$ cat src/rtl/rop_agent_packer.sv
// Splits one warp-wide ROP request into NUM_LANES-wide beats, optionally skipping empty batches.
// Latency 1 cycle accept-to-first-beat; one beat/cycle; in_ready only on the last beat's handshake.
module rop_agent_packer #(
    parameter int NUM_THREADS = 4,
    parameter int NUM_LANES   = 2,
    parameter int DIM_BITS    = 16,
    parameter int DEPTH_BITS  = 24,
    parameter int UUID_BITS   = 44,
    parameter int NW_BITS     = 2,
    parameter int XLEN        = 32,
    parameter int SKIP_EMPTY  = 1,
    localparam int NB         = NUM_THREADS / NUM_LANES,
    localparam int BB         = (NB > 1) ? $clog2(NB) : 1
) (
    input  logic                            clk,
    input  logic                            reset,
    input  logic                            in_valid,
    output logic                            in_ready,
    input  logic [UUID_BITS-1:0]            in_uuid,
    input  logic [NW_BITS-1:0]              in_wid,
    input  logic [XLEN-1:0]                 in_PC,
    input  logic [NUM_THREADS-1:0]          in_tmask,
    input  logic [NUM_THREADS*DIM_BITS-1:0] in_pos_x,
    input  logic [NUM_THREADS*DIM_BITS-1:0] in_pos_y,
    input  logic [NUM_THREADS-1:0]          in_face,
    input  logic [NUM_THREADS*32-1:0]       in_color,
    input  logic [NUM_THREADS*DEPTH_BITS-1:0] in_depth,
    output logic                            out_valid,
    input  logic                            out_ready,
    output logic [UUID_BITS-1:0]            out_uuid,
    output logic [NW_BITS-1:0]              out_wid,
    output logic [XLEN-1:0]                 out_PC,
    output logic [BB-1:0]                   out_batch,
    output logic                            out_last,
    output logic [NUM_LANES-1:0]            out_tmask,
    output logic [NUM_LANES*DIM_BITS-1:0]   out_pos_x,
    output logic [NUM_LANES*DIM_BITS-1:0]   out_pos_y,
    output logic [NUM_LANES-1:0]            out_face,
    output logic [NUM_LANES*32-1:0]         out_color,
    output logic [NUM_LANES*DEPTH_BITS-1:0] out_depth,
    output logic [31:0]                     perf_beats
);

    typedef enum logic {IDLE, SEND} state_t;

    state_t  state_q, state_d;
    logic [BB-1:0] cur_q, cur_d;
    logic [31:0]   perf_q;

    logic [UUID_BITS-1:0]              uuid_q;
    logic [NW_BITS-1:0]                wid_q;
    logic [XLEN-1:0]                   pc_q;
    logic [NUM_THREADS-1:0]            tmask_q;
    logic [NUM_THREADS*DIM_BITS-1:0]   posx_q;
    logic [NUM_THREADS*DIM_BITS-1:0]   posy_q;
    logic [NUM_THREADS-1:0]            face_q;
    logic [NUM_THREADS*32-1:0]         color_q;
    logic [NUM_THREADS*DEPTH_BITS-1:0] depth_q;

    logic [NB-1:0] vmask_in, vmask_q;
    logic [BB-1:0] first_idx, nxt_idx;
    logic          nxt_found;
    logic          accept;

    always_comb begin
        for (int b = 0; b < NB; b++) begin
            vmask_in[b] = (SKIP_EMPTY != 0) ? |in_tmask[b*NUM_LANES +: NUM_LANES] : 1'b1;
            vmask_q[b]  = (SKIP_EMPTY != 0) ? |tmask_q[b*NUM_LANES +: NUM_LANES]  : 1'b1;
        end
    end

    // Descending scans so the lowest qualifying batch wins.
    always_comb begin
        first_idx = '0;
        nxt_idx   = '0;
        nxt_found = 1'b0;
        for (int b = NB - 1; b >= 0; b--) begin
            if (vmask_in[b]) begin
                first_idx = BB'(b);
            end
            if (vmask_q[b] && (b > int'(cur_q))) begin
                nxt_idx   = BB'(b);
                nxt_found = 1'b1;
            end
        end
    end

    always_comb begin
        state_d   = state_q;
        cur_d     = cur_q;
        out_valid = 1'b0;
        in_ready  = 1'b1;
        if (state_q == SEND) begin
            out_valid = 1'b1;
            in_ready  = out_ready && !nxt_found;
            if (out_ready) begin
                if (nxt_found) begin
                    cur_d = nxt_idx;
                end else begin
                    state_d = IDLE;
                end
            end
        end
        accept = in_valid && in_ready;
        // An all-empty request is swallowed without producing any beat.
        if (accept) begin
            if (|vmask_in) begin
                state_d = SEND;
                cur_d   = first_idx;
            end else begin
                state_d = IDLE;
            end
        end
    end

    always_ff @(posedge clk) begin
        if (reset) begin
            state_q <= IDLE;
            cur_q   <= '0;
            perf_q  <= '0;
        end else begin
            state_q <= state_d;
            cur_q   <= cur_d;
            if (out_valid && out_ready) begin
                perf_q <= perf_q + 32'd1;
            end
        end
    end

    always_ff @(posedge clk) begin
        if (accept) begin
            uuid_q  <= in_uuid;
            wid_q   <= in_wid;
            pc_q    <= in_PC;
            tmask_q <= in_tmask;
            posx_q  <= in_pos_x;
            posy_q  <= in_pos_y;
            face_q  <= in_face;
            color_q <= in_color;
            depth_q <= in_depth;
        end
    end

    assign out_uuid   = uuid_q;
    assign out_wid    = wid_q;
    assign out_PC     = pc_q;
    assign out_batch  = cur_q;
    assign out_last   = !nxt_found;
    assign out_tmask  = tmask_q[int'(cur_q)*NUM_LANES +: NUM_LANES];
    assign out_face   = face_q[int'(cur_q)*NUM_LANES +: NUM_LANES];
    assign out_pos_x  = posx_q[int'(cur_q)*NUM_LANES*DIM_BITS +: NUM_LANES*DIM_BITS];
    assign out_pos_y  = posy_q[int'(cur_q)*NUM_LANES*DIM_BITS +: NUM_LANES*DIM_BITS];
    assign out_color  = color_q[int'(cur_q)*NUM_LANES*32 +: NUM_LANES*32];
    assign out_depth  = depth_q[int'(cur_q)*NUM_LANES*DEPTH_BITS +: NUM_LANES*DEPTH_BITS];
    assign perf_beats = perf_q;

endmodule

$ cat config.mk
export PLATFORM = sky130hd
export DESIGN_NAME = rop_agent_packer
export DESIGN_NICKNAME = d
export VERILOG_FILES = /design/src/rtl/rop_agent_packer.sv
export SDC_FILE = /design/constraint.sdc
export NUM_CORES = 1
export LEC_CHECK = 0
export ABC_CLOCK_PERIOD_IN_PS = 13900
export CAP_MARGIN = 10
export CORE_AREA = 4 4 281 283
export DETAILED_ROUTE_END_ITERATION = 10
export DIE_AREA = 0 0 285 287
export SYNTH_ARGS = -nofsm -noshare
export SYNTH_HDL_FRONTEND = slang
export SYNTH_SLANG_ARGS = --single-unit
$ cat constraint.sdc
create_clock -name clk -period 13.9 [get_ports clk]
set_clock_uncertainty 0.1 [all_clocks]
set_input_delay 2.085 -clock clk [delete_from_list [all_inputs] [get_ports clk]]
set_output_delay 2.085 -clock clk [all_outputs]
set_load 0.02 [all_outputs]
Word level (Yosys, flattened, before mapping)
Cells that the tools add are included.
{"block": "totals", "ramBits": 0, "input_bits": 442, "mem_bits_ro": 0, "elab_cells": 45, "mem_count": 0, "register_bits": 472, "out_inout_bits": 294, "latch_bits": 0}
{"block": "op_classes", "add_sub_neg": 1, "n_bitwise": 0, "n_eq_ne": 0, "n_lt_le_gt_ge": 1, "shift": 6, "reduce_logical": 9, "mul": 1, "div": 0, "muxes": 15}
{"operator": "$shiftx A128 B8 Y64", "count": 1}
{"operator": "$shiftx A64 B7 Y32", "count": 2}
{"operator": "$shiftx A96 B8 Y48", "count": 1}
{"operator": "$add A32 B1 Y32 const B", "count": 1}
{"operator": "$mux W1", "count": 15}
{"operator": "$shiftx A4 B3 Y2", "count": 2}
{"operator": "$reduce_or A2 Y1", "count": 3}
{"operator": "$logic_and A1 B1 Y1", "count": 4}
{"operator": "$reduce_or A4 Y1", "count": 1}
{"operator": "$mul A1 B2 Y3 const B", "count": 1}
{"operator": "$gt A1 B1 Y1 const A", "count": 1}
{"operator": "$logic_not A1 Y1", "count": 1}

Longest topological paths before layout
{"block": "depth", "ltp_word": 8, "mapped_depth": 7, "ltp_nobuf": 5}

Worst setup path before layout
Ideal clock, no wire load.
{"block": "synth_timing", "path_type": "input to register", "start": "input port out_ready", "end": "register cur_q (netlist: out_batch)", "required_time_ns": 13.154, "path_slack_ns": -0.026, "cell_stages": 3, "arrival_ns": 13.181, "setup_ns": 0.646, "n_path_buf": 0, "path_cell_list": "a21bo_2 > and2_1 > a221oi_1"}
{"block": "synth_via", "elab_chain_cells": 4, "elab_cells_between_ends": 7, "cone_classes": "mux (5); reduce/logical (2)"}
{"element": "start: declaration", "line": "29", "source": "input logic out_ready,"}
{"element": "$logic_and A1 B1 Y1", "line": "95", "source": "in_ready = out_ready && !nxt_found;"}
{"element": "$mux W1", "line": "93", "source": "if (state_q == SEND) begin"}
{"element": "$logic_and A1 B1 Y1", "line": "104", "source": "accept = in_valid && in_ready;"}
{"element": "named net accept", "line": "63", "source": "logic accept;"}
{"element": "$mux W1", "line": "106", "source": "if (accept) begin"}
{"element": "end signal: assignment", "line": "123", "source": "cur_q <= cur_d;"}
{"element": "end: declaration", "line": "47", "source": "logic [BB-1:0] cur_q, cur_d;"}
The timed path passes the listed nets, and every way through them passes these cells.
A chain may end at the register's enable or synchronous reset.

Worst setup path after layout
{"block": "layout_timing", "start": "register cur_q (netlist: out_batch)", "end": "output port out_color[26]"}
{"block": "layout_via", "elab_chain_cells": 1}
{"element": "$shiftx A128 B8 Y64", "line": "153", "source": "assign out_color = color_q[int'(cur_q)*NUM_LANES*32 +: NUM_LANES*32];"}
{"element": "end: declaration", "line": "39", "source": "output logic [NUM_LANES*32-1:0] out_color,"}
Every way passes these cells.

==> impl_metrics.env <==
export IMPL_num_nets_final=2043
export IMPL_grt_total_usage=0.122
export IMPL_clock_sinks=472
export IMPL_yosysTopAreaCell="edfxtp_1"
export IMPL_slowest_delay_ns=0.89
export IMPL_drv_cap=0
export IMPL_die_area_sq_mm=0.0818
export IMPL_die_h_um=287
export IMPL_slew_violations=0
export IMPL_multi_input_area_sq_mm=0.00296
export IMPL_peakVddDrop_uv=92.8
export IMPL_required_ns=11.72
export IMPL_stdcell_area_sq_mm=0.0272
export IMPL_status="complete, no violations"
export IMPL_crit_chain="buf_4 -> mux2_2 -> clkdlybuf4s50_1"
export IMPL_syn_area_per_cell_sq_um=20.3
export IMPL_ant_nets=0
export IMPL_grt_ovfl_total=0
export IMPL_period_needed_ns=5.75
export IMPL_crit_buf_inv=2
export IMPL_critPathKind="flop to output port"
export IMPL_post_drt_wl_per_cell_um=19.7
export IMPL_antennaDiodeCount=0
export IMPL_post_cts_resized=0
export IMPL_root_buffer="clkbuf_16"
export IMPL_hold_class="flop to flop"
export IMPL_arrival_ns=3.56
export IMPL_hold_viol=0
export IMPL_synthArstFlopShare=0
export IMPL_synth_cell_types=30
export IMPL_grt_pass1_wl_um=74800
export IMPL_wirelength_um=52900
export IMPL_regArea_sq_mm=0.0138
export IMPL_synthTopCellsByCount="438 x edfxtp_1, 180 x mux2_2, 34 x dfxtp_1"
export IMPL_cts_max_path_buffers=3
export IMPL_fmaxAchievable_mhz=174
export IMPL_synth_nets=1277
export IMPL_drive_gt1_frac=0.161
export IMPL_drc=0
export IMPL_synth_flop_cell="edfxtp_1"
export IMPL_vias=10600
export IMPL_dpl_cell_area_sq_mm=0.0255
export IMPL_endpoint_kind="output port"
export IMPL_r2r_setup_slack_ns=9.56
export IMPL_cts_setup_buffers=0
export IMPL_yosysWarnings=0
export IMPL_critPathTopFamily="buffers and inverters"
export IMPL_dr_pass1_iters=4
export IMPL_ctsHoldBuffers=0
export IMPL_worstSetupStartpointType="flop"
export IMPL_internal_power_mw=2.74
export IMPL_power_frac_comb=0.141
export IMPL_p_seq_frac=0.474
export IMPL_power_mw=3.56
export IMPL_slowest_stage="dfxtp_4"
export IMPL_final_fill_count=7288
export IMPL_synth_area_leaders="edfxtp_1 78%, mux2_2 12%, dfxtp_1 4.0%, clkbuf_1 0.67%, a21oi_1 0.65%"
export IMPL_core_sq_mm=0.0767
export IMPL_port_buffers=735
export IMPL_setup_viol=0
export IMPL_max_slew_margin_rel=0.234
export IMPL_swShare=0.230
export IMPL_cp_max_fo=73
export IMPL_synth_cells=834
export IMPL_syn_area_sq_mm=0.0169
export IMPL_worstMarginPinSlew_ns=1.15
export IMPL_antenna_found_initial=7
export IMPL_fin_ws_ns=8.15
export IMPL_rows=102
export IMPL_rsz0062_at_grt="false"
export IMPL_drt_iter0_drc=425
export IMPL_yosysMostFrequentCell="edfxtp_1"
export IMPL_finalSetupTns_ns=0
export IMPL_final_period_utilization=0.413
export IMPL_ys_seq_elements=472
export IMPL_synth_top_area_frac=0.778
export IMPL_synthToLayoutAreaGrowth_pct=61.0
export IMPL_initial_utilization=0.220
export IMPL_avgViaCountPerCell=3.94
export IMPL_place_congestion=0.816
export IMPL_grt_max_degree=176
export IMPL_post_place_ws_ns=7.94
export IMPL_powerDensity_mw_per_mm2=131
export IMPL_cts_tree="done"
export IMPL_grt_pass1_vias=11500
export IMPL_io_pins=736
export IMPL_ys_seq_area_frac=0.818
export IMPL_fp_dieW_um=285
export IMPL_cts_htree_levels=2
export IMPL_synth_edf_count=438
export IMPL_numCtsBuffers=53
export IMPL_clk_latency_ns=0.59
export IMPL_dp_hpwl_um=39600
export IMPL_clk_pin_slew_ns=0.06
export IMPL_clkPwrFrac=0.385
export IMPL_switchingPower_mw=0.819
export IMPL_leakage_nw=9.07
==> metrics by stage <==
stage / utilization / instances / hold WS [ns]
global placement: 0.333 / 2585 / 0.366
global route: 0.355 / 2683 / 0.434
floorplan: - / 834 / 0.451
detailed placement: 0.333 / 2585 / 0.392
CTS: 0.355 / 2683 / 0.401
finish: 0.355 / 2683 / 0.396
==> flip-flops by register name, indices dropped and copies added (netlist names) <==
register,cells
out_uuid,44
depth_q,96
posx_q,64
posy_q,64
out_batch,1
color_q,128
state_q,1
perf_beats,32
face_q,4
out_PC,32
out_wid,2
tmask_q,4
==> worst paths after layout <==
kind / startpoint / to / cells after the start
worst max-delay path: out_batch / out_color[26] / 3
worst min-delay path: perf_beats[31] / perf_beats[31] / 2
worst min register to register: perf_beats[31] / perf_beats[31] / 2
worst max register to register: out_batch / color_q[118] / 5
==> layout by cell type (no fill, tap or decap), drive strengths merged, types with 2 or more instances in the layout <==
cell / netlist / routed
clkdlybuf4s50: 0 / 735
edfxtp: 438 / 438
mux2: 180 / 180
clkbuf: 30 / 64
dfxtp: 34 / 34
clkinv: 0 / 26
a21oi: 22 / 22
nor2: 14 / 14
nand4: 14 / 14
o31ai: 13 / 13
or4: 13 / 13
nand2: 13 / 13
nand3: 10 / 10
o21ai: 8 / 8
or3: 8 / 8
xor2: 8 / 8
buf: 1 / 7
and4: 5 / 5
and3: 5 / 5
bufinv: 0 / 5
nor4: 3 / 3
xnor2: 3 / 3
inv: 1 / 3
or2: 2 / 2
and2: 2 / 2
==> per-layer routing <==
layer | GRT usage | vias to the layer above | share of wire
met5 | 0 | - | 0.00064
met4 | 0.0372 | 6 | 0.028
met3 | 0.0481 | 93 | 0.095
met2 | 0.224 | 470 | 0.52
met1 | 0.129 | 5121 | 0.35
li1 | - | 4869 | -
==> worst register-to-register path, stage by stage (launching register included) <==
cell and delay [ns]:
dfxtp_4 0.89, o21bai_1 0.25, a21bo_2 0.20, and2_4 0.58
buf_4 0.83, buf_4 1.05
==> cells by family (layout without fill, tap and decap cells) <==
family	count (synthesis)	in the layout	synth area share
buf+inv	32	841	0.00718
flops	472	472	0.818
fa+ha+maj	1	1	0.000740
simple gates	91	91	0.0317
compound gates	47	47	0.0167
xor+xnor	11	11	0.00570
mux	180	180	0.120
==> cell type report <==
class | count | share of cell area
sequential | 472 | 0.508
timing repair buffer | 742 | 0.273
multi-input combinational | 330 | 0.109
clock buffer | 64 | 0.0510
tap | 1040 | 0.0478
clock inverter | 34 | 0.0115
inverter | 1 | 0.000138
==> power by group through the flow <==
stage	Clock, mW	Sequential [mW]	Combinational, mW
after floorplan	0	1.74	0.187
after global placement	0	1.71	0.505
after detailed placement	0	1.72	0.509
after CTS	1.42	1.69	0.512
after global routing	1.48	1.69	0.530
final	1.37	1.69	0.503
Power figures use the tool's default switching activity.
